===== config.mk =====
export PLATFORM = sky130hd
export DESIGN_NAME = instr_fetch_unit
export DESIGN_NICKNAME = d
export VERILOG_FILES = /design/src/rtl/instr_fetch_unit_pkg.sv /design/src/rtl/fetch_buffer.sv /design/src/rtl/instr_fetch_unit.sv
export SDC_FILE = /design/constraint.sdc
export NUM_CORES = 1
export LEC_CHECK = 0
export BUFFER_PORTS_ARGS = -buffer_cell sky130_fd_sc_hd__buf_2
export CORE_MARGIN = 10
export CORE_UTILIZATION = 30
export CTS_CLUSTER_DIAMETER = 150
export DETAILED_ROUTE_END_ITERATION = 10
export PLACE_DENSITY_LB_ADDON = 0.3
export SLEW_MARGIN = 20
export SYNTH_ARGS = -nofsm -noshare
export SYNTH_HDL_FRONTEND = slang
export SYNTH_SLANG_ARGS = --single-unit

===== constraint.sdc =====
create_clock -name i_clk -period 4.4 [get_ports i_clk]
set_input_delay 0.22 -clock i_clk [delete_from_list [all_inputs] [get_ports i_clk]]
set_output_delay 0.22 -clock i_clk [all_outputs]
set_load 0.005 [all_outputs]

===== src/rtl/instr_fetch_unit_pkg.sv =====
// Shared definitions for the instruction fetch unit: FSM encoding, IF/ID payload
// layout and the default reset fetch address.
package instr_fetch_unit_pkg;

  localparam logic [1:0] ST_IDLE    = 2'd0;
  localparam logic [1:0] ST_BUSY    = 2'd1;
  localparam logic [1:0] ST_DISCARD = 2'd2;

  localparam int          IF_ID_W          = 64;
  localparam logic [31:0] RESET_PC_DEFAULT = 32'h0000_0000;

  typedef struct packed {
    logic [31:0] pc;
    logic [31:0] instr;
  } if_id_t;

endpackage


===== src/rtl/fetch_buffer.sv =====
// Small synchronous FIFO between the memory side and decode; flush wins over
// push/pop, and push is accepted on a full buffer only when a pop frees a slot.
module fetch_buffer #(
  parameter int WIDTH = 64,
  parameter int DEPTH = 2
) (
  input  logic             i_clk,
  input  logic             i_rst,
  input  logic             i_flush,
  input  logic             i_push,
  input  logic [WIDTH-1:0] i_data,
  input  logic             i_pop,
  output logic [WIDTH-1:0] o_data,
  output logic             o_full,
  output logic             o_empty
);

  localparam int PW = (DEPTH > 1) ? $clog2(DEPTH) : 1;
  localparam int CW = $clog2(DEPTH + 1);
  localparam logic [PW-1:0] LAST_PTR = PW'(DEPTH - 1);
  localparam logic [CW-1:0] FULL_CNT = CW'(DEPTH);

  logic [WIDTH-1:0] mem_q [DEPTH];
  logic [PW-1:0]    wr_ptr_q, wr_ptr_d;
  logic [PW-1:0]    rd_ptr_q, rd_ptr_d;
  logic [CW-1:0]    count_q, count_d;
  logic             do_push, do_pop;

  assign o_empty = (count_q == '0);
  assign o_full  = (count_q == FULL_CNT);
  assign o_data  = mem_q[rd_ptr_q];

  always_comb begin
    do_pop   = i_pop && !o_empty;
    do_push  = i_push && (!o_full || do_pop);
    wr_ptr_d = wr_ptr_q;
    rd_ptr_d = rd_ptr_q;
    count_d  = count_q;
    if (i_flush) begin
      wr_ptr_d = '0;
      rd_ptr_d = '0;
      count_d  = '0;
    end else begin
      if (do_push) wr_ptr_d = (wr_ptr_q == LAST_PTR) ? '0 : wr_ptr_q + 1'b1;
      if (do_pop)  rd_ptr_d = (rd_ptr_q == LAST_PTR) ? '0 : rd_ptr_q + 1'b1;
      count_d = count_q + CW'(do_push) - CW'(do_pop);
    end
  end

  always_ff @(posedge i_clk) begin
    if (i_rst) begin
      wr_ptr_q <= '0;
      rd_ptr_q <= '0;
      count_q  <= '0;
    end else begin
      wr_ptr_q <= wr_ptr_d;
      rd_ptr_q <= rd_ptr_d;
      count_q  <= count_d;
    end
  end

  // Storage needs no reset: nothing is read while the count says empty.
  always_ff @(posedge i_clk) begin
    if (do_push && !i_flush) mem_q[wr_ptr_q] <= i_data;
  end

endmodule


===== src/rtl/instr_fetch_unit.sv =====
// Instruction fetch unit: one outstanding strobe/ack memory request at a time,
// fetched words queued in a small buffer toward decode, redirects flush and retarget.
module instr_fetch_unit import instr_fetch_unit_pkg::*; #(
  parameter int          DEPTH     = 8192,
  parameter logic [31:0] RESET_PC  = RESET_PC_DEFAULT,
  parameter int          BUF_DEPTH = 2
) (
  input  logic                     i_clk,
  input  logic                     i_rst,
  output logic [$clog2(DEPTH)-1:0] o_mem_addr,
  output logic                     o_mem_stb,
  input  logic                     i_mem_ack,
  input  logic [31:0]              i_mem_instr,
  input  logic                     i_redirect,
  input  logic [31:0]              i_redirect_pc,
  output logic [31:0]              o_instr,
  output logic [31:0]              o_pc,
  output logic                     o_valid,
  input  logic                     i_ready,
  output logic [1:0]               o_dbg_state
);

  localparam int AW = $clog2(DEPTH);

  logic [1:0]    state_q, state_d;
  logic [31:0]   fetch_pc_q, fetch_pc_d;
  logic          stb_q, stb_d;
  logic [AW-1:0] addr_q, addr_d;
  logic [31:0]   redirect_pc_aligned;
  logic          buf_push, buf_pop, buf_full, buf_empty;
  if_id_t        buf_wdata, buf_rdata;

  assign redirect_pc_aligned = i_redirect_pc & ~32'h3;

  always_comb begin
    state_d    = state_q;
    fetch_pc_d = fetch_pc_q;
    stb_d      = stb_q;
    buf_push   = 1'b0;
    buf_wdata  = '{pc: fetch_pc_q, instr: i_mem_instr};
    case (state_q)
      ST_IDLE: begin
        if (i_redirect) begin
          fetch_pc_d = redirect_pc_aligned;
        end else if (!buf_full) begin
          state_d = ST_BUSY;
          stb_d   = 1'b1;
        end
      end
      ST_BUSY: begin
        if (i_mem_ack) begin
          state_d = ST_IDLE;
          stb_d   = 1'b0;
          if (i_redirect) begin
            fetch_pc_d = redirect_pc_aligned;
          end else begin
            buf_push   = 1'b1;
            fetch_pc_d = fetch_pc_q + 32'd4;
          end
        end else if (i_redirect) begin
          state_d    = ST_DISCARD;
          fetch_pc_d = redirect_pc_aligned;
        end
      end
      ST_DISCARD: begin
        if (i_redirect) fetch_pc_d = redirect_pc_aligned;
        if (i_mem_ack) begin
          state_d = ST_IDLE;
          stb_d   = 1'b0;
        end
      end
      default: begin
        state_d = ST_IDLE;
        stb_d   = 1'b0;
      end
    endcase
    // Address is frozen for the whole strobe; otherwise it tracks the next fetch pc.
    addr_d = (stb_q && stb_d) ? addr_q : fetch_pc_d[AW+1:2];
  end

  always_ff @(posedge i_clk) begin
    if (i_rst) begin
      state_q    <= ST_IDLE;
      fetch_pc_q <= RESET_PC;
      stb_q      <= 1'b0;
      addr_q     <= RESET_PC[AW+1:2];
    end else begin
      state_q    <= state_d;
      fetch_pc_q <= fetch_pc_d;
      stb_q      <= stb_d;
      addr_q     <= addr_d;
    end
  end

  // Decode handshake: o_instr/o_pc transfer on a clock edge where o_valid && i_ready;
  // o_valid never drops without a transfer except on redirect or reset, which flush.
  assign buf_pop = o_valid && i_ready && !i_redirect;

  fetch_buffer #(
    .WIDTH (IF_ID_W),
    .DEPTH (BUF_DEPTH)
  ) u_fetch_buffer (
    .i_clk   (i_clk),
    .i_rst   (i_rst),
    .i_flush (i_redirect),
    .i_push  (buf_push),
    .i_data  (buf_wdata),
    .i_pop   (buf_pop),
    .o_data  (buf_rdata),
    .o_full  (buf_full),
    .o_empty (buf_empty)
  );

  assign o_valid     = !buf_empty;
  assign o_instr     = o_valid ? buf_rdata.instr : 32'd0;
  assign o_pc        = o_valid ? buf_rdata.pc    : 32'd0;
  assign o_mem_stb   = stb_q;
  assign o_mem_addr  = addr_q;
  assign o_dbg_state = state_q;

endmodule

==> reports/qor.txt, run 1 <==
Status: finished, final reports clean
Clock power frac: 0.374
R2R Path End: fetch_pc_q[23]
PwrDens: 399 mW/mm2
Final WS setup: 1.78 ns
Gpl congestion: 0.814
Hold worst-path end: fetch_pc_q[18]
Hold_sp: i_redirect_pc[18]
PostCTS Resize Cnt: 0
First-pass GRT wire length: 33700 um
Max-Cap Viols: 0
Syn-to-layout area delta: 24.5%
Post-synth cell types: 67
Sequential share of power: 0.505
P_sw: 1080 uW
Dpl ws: 1.81 ns
Die W: 183 um
Fraction of layout cells with a size suffix above 1: 0.248
Antenna cells: 0
Total Power: 3950 uW
Slew @ Worst Pin: 0.972 ns
CTS tree: built
Hold Crit Class: primary input to flip-flop
Ports: 150
Hold depth: 3
Die area: 0.0334 mm2
CTS Sinks: 181
Sequential area share after synthesis: 0.617
Register bit total from synthesis: 181
Largest net degree at the start of global routing: 65
Slew Limit Fails: 0
RSZ-0062 raised after global routing: false
Synth Net Count: 737
Period utilisation layout: 0.595
Clk_lat worst skew: 0.44 ns
WP data arrival: 2.93 ns
DRT iter0 DRCs: 409
Reg2reg start: o_dbg_state[1]
# setup viols final: 0
Crit. End Element: flip-flop
Gr usage total: 0.128
Total grt overflow: 0
CTS Root Cell: clkbuf_16
Total wire length: 21700 um
Setup Total Neg Slack: 0 ns
Worst reg2reg path depth: 7
Post-DP HPWL: 14400 um
Inserted Clock Buffers: 17
DR pass1 iterations: 6
Post-Synthesis Cells: 661
Core area: 0.0261 mm2
Setup CP Type: flip-flop to flip-flop
R2R setup slack: 1.78 ns
Final ANT Viol Nets: 0
PortBufs: 147
Static leakage: 0.00370 uW
H-Tree Depth: 4
CTS clk-pin slew, worst paths: 0.08 ns
Post-synth EDFFs: 128
Worst VDD drop: 0.225 mV
Fillcell total: 2544
Slew margin rel.: 0.352
Logic pwr share: 0.120
Antenna violations before repair: 0
Internal: 2870 uW
Yosys warnings: 0
Die Ht: 183 um
Worst hold slack: 0.132 ns
CP startpoint kind: flip-flop
Post-Syn Area per Cell: 12.0 um2
Achievable Freq: 382 MHz
Fraction of registers with async set/reset: 0
Post-Syn Area: 0.00794 mm2
Worst EP required: 4.71 ns
Final hold viol count: 0
Main synth FF type: edfxtp_1
Standard-cell rows: 59
Via count: 5806
Post-layout min period: 2.62 ns
Worst Skew: 0.0220 ns
Final Net Count: 899
Max Fanout on Critical Path: 25
Clk buf depth: 2
DR WL/cell: 18.5 um
Avg Vias per Cell: 4.96
DRC viols: 0
Vias in the first global route: 5898
Initial cell density of the core: 0.305
Net Sw Frac: 0.273
sequential cells by signal (all words and copies together), names as in the netlist, named ones only:
name,count
u_fetch_buffer.mem_q,128
fetch_pc_q,32
o_mem_addr,13
o_dbg_state,2
u_fetch_buffer.count_q,2
o_mem_stb,1
u_fetch_buffer.rd_ptr_q,1
u_fetch_buffer.wr_ptr_q,1
per-layer routing:
layer  global-route usage  up-vias  routed length [um]
li1                     -     2820                   -
met1                0.164     2783                9790
met2                0.202      189               10100
met3               0.0417       14                1560
met4               0.0319        0                 193
met5                    0        -                   0
power groups by stage:
| stage | registers, uW | logic [uW] | clock network (uW) |
|---|---|---|---|
| after detailed placement | 2030 | 453 | 0 |
| after floorplan | 2010 | 290 | 0 |
| final | 2000 | 475 | 1480 |
| after global routing | 2010 | 528 | 1600 |
| after CTS | 1990 | 479 | 1520 |
| after global placement | 2030 | 448 | 0 |
cell usage after synthesis (4+ instances only):
| master | number | share of area |
|---|---|---|
| mux2i_1 | 67 | 0.084 |
| o22ai_1 | 4 | 0.0031 |
| and3_2 | 4 | 0.0038 |
| a21oi_1 | 24 | 0.015 |
| dfxtp_1 | 53 | 0.13 |
| a31oi_1 | 4 | 0.0031 |
| clkbuf_1 | 18 | 0.0085 |
| o21ai_1 | 6 | 0.0038 |
| o21a_1 | 6 | 0.0057 |
| o31ai_1 | 4 | 0.0038 |
| edfxtp_1 | 128 | 0.48 |
| and3_1 | 20 | 0.016 |
| nor2_1 | 106 | 0.050 |
| nor3_1 | 9 | 0.0057 |
| nand4_1 | 8 | 0.0063 |
| and2_1 | 9 | 0.0071 |
| nor4_1 | 5 | 0.0039 |
| buf_1 | 9 | 0.0043 |
| a211oi_1 | 8 | 0.0076 |
| o21ai_0 | 13 | 0.0082 |
| a311oi_1 | 11 | 0.012 |
| ha_1 | 7 | 0.011 |
| a41oi_1 | 4 | 0.0044 |
| nand3_1 | 11 | 0.0069 |
| nand2_1 | 20 | 0.0095 |
| inv_1 | 7 | 0.0033 |
| nand2b_1 | 11 | 0.0087 |
| buf_2 | 16 | 0.010 |
| nor2b_1 | 4 | 0.0031 |
| nand3b_1 | 6 | 0.0057 |
layout make-up:
class                      instances  area, um2  share of cell area
tap                              335        419              0.0424
sequential                       181       4910               0.496
clock inverter                    15        156              0.0158
timing repair buffer             186       1110               0.112
multi-input combinational        429       2840               0.288
inverter                           8       30.0             0.00304
clock buffer                      17        425              0.0430
worst max path at each step:
| stage | start | end | slack, ns |
|---|---|---|---|
| after global routing | o_dbg_state[1] | fetch_pc_q[23] | 1.60 |
| after CTS | o_dbg_state[1] | fetch_pc_q[23] | 1.79 |
| final | o_dbg_state[1] | fetch_pc_q[23] | 1.78 |
| after floorplan | o_dbg_state[1] | u_fetch_buffer.mem_q[0][0] | 1.20 |
| after global placement | o_dbg_state[1] | u_fetch_buffer.mem_q[1][25] | 1.85 |
| after detailed placement | o_dbg_state[1] | fetch_pc_q[23] | 1.81 |
cells in the final DEF (no fill, tap or decap), drive strengths merged, types with 3 or more instances in the layout:
cell type / Yosys / routed
clkinv: 0 / 4
nor4: 5 / 5
o21bai: 3 / 3
nand3: 12 / 12
a31o: 3 / 3
o22ai: 4 / 4
dfxtp: 53 / 53
a2111oi: 5 / 5
nand3b: 6 / 6
nand2b: 11 / 11
o21a: 6 / 6
a31oi: 4 / 4
edfxtp: 128 / 128
a211oi: 8 / 8
nor2b: 4 / 4
and3b: 3 / 3
nor3: 11 / 11
a311oi: 11 / 11
and3: 25 / 25
a211o: 3 / 3
mux2i: 67 / 67
clkbuf: 18 / 17
a41oi: 4 / 4
ha: 7 / 7
dlygate4sd3: 0 / 32
o31ai: 4 / 4
a21oi: 25 / 25
inv: 8 / 17
o21ai: 19 / 19
buf: 25 / 154
and2: 9 / 9
and4: 5 / 5
nand4: 8 / 8
nand2: 20 / 20
nor2: 107 / 107
worst max-delay path: stages, from the launching register on:
cell      delay (ns)
dfxtp_1         0.41
inv_1           0.09
ha_1            0.26
or3_1           0.78
and3_1          0.37
a311oi_1        0.29
nor2_1          0.07
o221a_1         0.24
logic make-up (layout without fill, tap and decap cells):
| group | Yosys count | after routing | synth area share |
|---|---|---|---|
| fa+ha+maj | 7 | 7 | 0.0110 |
| flops | 181 | 181 | 0.617 |
| buf+inv | 51 | 226 | 0.0266 |
| compound gates | 122 | 122 | 0.110 |
| simple gates | 229 | 229 | 0.146 |
| mux | 67 | 67 | 0.0844 |
| xor+xnor | 4 | 4 | 0.00441 |
stage by stage:
stage / area, um2 / utilization / cells
final: 9890 / 0.380 / 1171
after global routing: 9890 / 0.380 / 1171
after CTS: 9890 / 0.380 / 1171
after detailed placement: 8990 / 0.345 / 1107
after global placement: 8990 / 0.345 / 1107
after floorplan: 7950 / - / 661
repair_timing:
item | CTS | global route
setup buffers | 0 | 0
setup endpoints to repair | 0 | 0
hold buffers | 32 | 0
hold endpoints to repair | 64 | 0
(Power assumes the default switching activity.)
==> inputs of run 2 (changes only) <==
==> constraint.sdc (replaced) <==
create_clock -name i_clk -period 2.7 [get_ports i_clk]
set_input_delay 0.135 -clock i_clk [delete_from_list [all_inputs] [get_ports i_clk]]
set_output_delay 0.135 -clock i_clk [all_outputs]
set_load 0.005 [all_outputs]
==> run 2 against run 1 <==
Cell area up 1.8%. Clock-buffer cell count unchanged. Sequential power up 62%. Via count up 0.86%. Clock power up 72%. Critical path depth unchanged. Register-to-register slack worse by 1.3 ns. Global-route usage about the same. Clock skew down 0.0061 ns. First-iteration DRC count up 1.5%. Die area unchanged. Final cell count up 1.2%.
==> reports/qor.txt, run 2 (synthesis gave the netlist of run 1 again) <==
Status: finished, final reports clean
Slew @ Worst Pin: 0.757 ns
Antenna cells: 0
DRT iter0 DRCs: 415
Slew Limit Fails: 0
Net Sw Frac: 0.254
PostCTS Resize Cnt: 0
Most frequent cells in the layout: buf_2, edfxtp_1, nor2_1, mux2i_1, dfxtp_1
Post-layout min period: 2.24 ns
Cts hold-fix bufs: 32
Max-Cap Viols: 0
# setup viols final: 0
Initial cell density of the core: 0.305
CTS tree: built
Final WS setup: 0.465 ns
Critical Path, Cell by Cell: inv_1 > ha_1 > nor2_1 > and2_1 > o21ai_1 > a2bb2oi_1 > a211oi_1
DR pass1 iterations: 6
PwrDens: 657 mW/mm2
Post-DP HPWL: 15200 um
Total grt overflow: 0
Final hold viol count: 0
CP startpoint kind: flip-flop
Core area: 0.0261 mm2
Dpl ws: 0.463 ns
Gr usage total: 0.127
Die Ht: 183 um
CTS Sinks: 181
DR WL/cell: 18.4 um
Sequential share of power: 0.490
Setup CP Type: flip-flop to flip-flop
Fraction of layout cells with a size suffix above 1: 0.259
CTS clk-pin slew, worst paths: 0.08 ns
Worst path bufs/invs: 1
Static leakage: 0.00380 uW
Slowest Stage Delay on Critical Path: 0.39 ns
PortBufs: 147
Ports: 150
Max reg flops: 128
Via count: 5856
Clk_lat worst skew: 0.43 ns
Final ANT Viol Nets: 0
Largest net degree at the start of global routing: 65
Crit path max-delay cell type: dfxtp_1
Avg Vias per Cell: 4.94
WP data arrival: 2.52 ns
Final Cell Area: 0.0101 mm2
Inserted Clock Buffers: 17
H-Tree Depth: 4
Top reg by flops: u_fetch_buffer.mem_q
Setup Total Neg Slack: 0 ns
Total wire length: 21800 um
Post-placement cell area: 0.00915 mm2
Fillcell total: 2574
Syn-to-layout area delta: 26.8%
Max Fanout on Critical Path: 7
Clk buf depth: 2
Hold Crit Class: primary input to flip-flop
DRC viols: 0
CTS Root Cell: clkbuf_16
Die W: 183 um
Post-CTS Setup Bufs: 0
Gpl congestion: 0.802
Slew margin rel.: 0.495
Worst Skew: 0.0159 ns
Internal: 4940 uW
P_sw: 1680 uW
RSZ-0062 raised after global routing: false
Worst VDD drop: 0.407 mV
Worst hold slack: 0.0265 ns
Crit. End Element: flip-flop
Logic pwr share: 0.124
Die area: 0.0334 mm2
Crit path max-delay family: simple AND/OR/NAND/NOR gates
Standard-cell rows: 59
Vias in the first global route: 5795
Antenna violations before repair: 0
Clock power frac: 0.386
Achievable Freq: 447 MHz
Final Net Count: 914
Commonest non-fill, non-tap cell in the layout: buf_2
First-pass GRT wire length: 33300 um
Worst EP required: 2.99 ns
Period utilisation layout: 0.828
-- run 2: worst min-delay path: cells and delay by family --
| family | cells | cell delay, ns |
|---|---|---|
| buffers and inverters | 1 | 0.09 |
| AOI/OAI and AO/OA | 2 | 0.18 |
-- run 2: cell type report --
class / instances / area (um2) / share of cell area
Sequential cell: 181 / 4910 / 0.487
Clock buffer: 17 / 425 / 0.0422
Multi-Input combinational cell: 429 / 2840 / 0.282
Clock inverter: 14 / 174 / 0.0173
Timing Repair Buffer: 201 / 1270 / 0.126
Tap cell: 335 / 419 / 0.0416
Inverter: 8 / 30.0 / 0.00298
-- run 2: power by group through the flow --
stage               logic (uW)  registers, uW  clock network [uW]
CTS                        829           3240                2620
floorplan                  474           3270                   0
global placement           785           3300                   0
detailed placement         787           3300                   0
finish                     823           3240                2550
global route               912           3260                2740
-- run 2: path summary, 6_finish.rpt --
check                                                    to  cells after the start  slack [ns]         startpoint
worst max-delay path                         o_mem_addr[10]                      7        0.46     o_dbg_state[0]
worst min-delay path                         fetch_pc_q[18]                      3        0.03  i_redirect_pc[18]
worst max register to register               o_mem_addr[10]                      7        0.46     o_dbg_state[0]
worst min register to register  u_fetch_buffer.mem_q[1][33]                      0        0.46      fetch_pc_q[1]
-- run 2: per-stage QoR --
step / util / power, uW / cells
6_report: 0.387 / 6620 / 1185
5_1_grt: 0.387 / 6920 / 1185
4_1_cts: 0.387 / 6690 / 1185
3_5_place_dp: 0.351 / 4090 / 1122
3_3_place_gp: 0.351 / 4080 / 1122
2_1_floorplan: - / 3750 / 661
-- run 2: per-layer routing --
layer  part of all wire  up-vias  global-route usage
met5                  0        -                   0
met4              0.011        0              0.0351
met3              0.071       12              0.0384
met2               0.47      195               0.204
met1               0.44     2806               0.163
li1                   -     2843                   -
==> inputs of run 3 (changes only) <==
==> constraint.sdc (replaced) <==
create_clock -name i_clk -period 2.3 [get_ports i_clk]
set_input_delay 0.115 -clock i_clk [delete_from_list [all_inputs] [get_ports i_clk]]
set_output_delay 0.115 -clock i_clk [all_outputs]
set_load 0.005 [all_outputs]
==> run 3 against run 2 <==
Utilization up 0.60 points. Critical path type unchanged. Critical endpoint is now o_mem_addr[0]. Cell area up 1.6%. Power up 20%. Largest cell class unchanged.
==> reports/qor.txt, run 3 (synthesis gave the netlist of run 1 again) <==
Status: finished, final reports clean
Final hold viol count: 0
Max reg flops: 128
DR WL/cell: 18.3 um
Slowest Stage Delay on Critical Path: 0.41 ns
Fraction of layout cells with a size suffix above 1: 0.274
Core area: 0.0261 mm2
DR pass1 iterations: 5
Gpl congestion: 0.805
CP startpoint kind: flip-flop
Worst path bufs/invs: 2
Crit path max-delay cell type: or3_1
H-Tree Depth: 4
Max Fanout on Critical Path: 24
Achievable Freq: 465 MHz
Static leakage: 0.00388 uW
Max-Cap Viols: 0
WP data arrival: 2.44 ns
Antenna cells: 0
Sequential standard cell area: 0.00491 mm2
DRC viols: 0
PwrDens: 776 mW/mm2
Slew Limit Fails: 0
Most frequent cells in the layout: buf_2, edfxtp_1, nor2_1, mux2i_1, dfxtp_1
Met2 WL: 10100 um
Critical Path, Cell by Cell: inv_1 > ha_1 > or3_1 > buf_4 > nand3_1 > o31ai_1 > a22oi_1 > a211oi_1
Antenna violations before repair: 0
Initial cell density of the core: 0.305
Post-DP HPWL: 15200 um
Dpl ws: 0.172 ns
Final WS setup: 0.152 ns
Final Cell Area: 0.0102 mm2
Setup CP Type: flip-flop to flip-flop
# setup viols final: 0
Finished Core Util: 0.393
Gr usage total: 0.130
RSZ-0062 raised after global routing: false
Die area: 0.0334 mm2
Slew @ Worst Pin: 0.760 ns
PortBufs: 147
Period utilisation layout: 0.934
Top reg by flops: u_fetch_buffer.mem_q
Via count: 5901
Die Ht: 183 um
Syn-to-layout area delta: 28.8%
CTS Root Cell: clkbuf_16
Commonest non-fill, non-tap cell in the layout: buf_2
Worst hold slack: 0.0432 ns
Setup Total Neg Slack: 0 ns
DR top layer: met4
DRT iter0 DRCs: 511
Fillcell total: 2549
Worst EP required: 2.60 ns
Total wire length: 21900 um
Clk buf depth: 2
Inserted Clock Buffers: 17
Multi-input logic area: 0.00286 mm2
Met1 WL: 9960 um
Final Net Count: 927
Crit. End Element: flip-flop
Worst Skew: 0.0127 ns
Final ANT Viol Nets: 0
CTS tree: built
Crit path max-delay family: simple AND/OR/NAND/NOR gates
Largest net degree at the start of global routing: 65
Ports: 150
DR WL met3: 1570 um
Hold Crit Class: primary input to flip-flop
Vias in the first global route: 5881
Total grt overflow: 0
Post-layout min period: 2.15 ns
CTS Sinks: 181
Worst VDD drop: 0.368 mV
CTS clk-pin slew, worst paths: 0.07 ns
Clk_lat worst skew: 0.43 ns
Post-placement cell area: 0.00927 mm2
First-pass GRT wire length: 34200 um
Die W: 183 um
Avg Vias per Cell: 4.92
Standard-cell rows: 59
Slew margin rel.: 0.493
run 3: cell types whose count changed in the layout (fill, tap and decap cells not counted), moves of 2 or more:
cell	before	now
clkinv_4	0	3
buf_4	18	29
dfxtp_1	52	50
dfxtp_2	0	2
clkinv_2	2	0
run 3: final timing paths:
| path | startpoint | endpoint | slack [ns] | cells past startpoint |
|---|---|---|---|---|
| worst max-delay path | o_dbg_state[0] | o_mem_addr[0] | 0.15 | 8 |
| worst min-delay path | i_redirect_pc[16] | fetch_pc_q[16] | 0.04 | 3 |
| worst max register to register | o_dbg_state[0] | o_mem_addr[0] | 0.15 | 8 |
| worst min register to register | fetch_pc_q[1] | u_fetch_buffer.mem_q[1][33] | 0.45 | 0 |
run 3: power by group:
group	leakage (uW)	switching [uW]	internal, uW
combinational	0.00198	595	440
clock	0.000301	1280	1830
sequential	0.00160	122	3670
run 3: worst reg2reg max path, delay by kind of cell (launching register included):
family                   cells  cell delay (ns)
AND/OR/NAND/NOR              2             0.53
buffers and inverters        2             0.31
adder cells (fa/ha/maj)      1             0.29
AO/OA/AOI/OAI                3             0.51
flip-flops                   1             0.37
run 3: cell type report:
type	count	area share
Multi-Input combinational cell	429	0.280
Tap cell	335	0.0410
Timing Repair Buffer	214	0.135
Inverter	8	0.00294
Clock inverter	14	0.0192
Sequential cell	181	0.480
Clock buffer	18	0.0420
run 3: timing repair:
item | 4_1_cts | 5_1_grt
gates resized for setup | 0 | 2
hold endpoints to repair | 65 | 0
endpoints found under the setup margin | 0 | 4
hold buffers | 33 | 0
setup buffers | 0 | 0
run 3: layer usage:
| layer | GRT usage | vias to the layer above |
|---|---|---|
| met5 | 0 | - |
| li1 | - | 2870 |
| met2 | 0.204 | 198 |
| met4 | 0.0351 | 0 |
| met1 | 0.173 | 2819 |
| met3 | 0.0364 | 14 |
run 3: through the flow:
| step | cells | power, uW |
|---|---|---|
| after floorplan | 661 | 4410 |
| after global placement | 1134 | 4840 |
| final | 1199 | 7940 |
| after CTS | 1199 | 8040 |
| after detailed placement | 1134 | 4850 |
| after global routing | 1199 | 8320 |
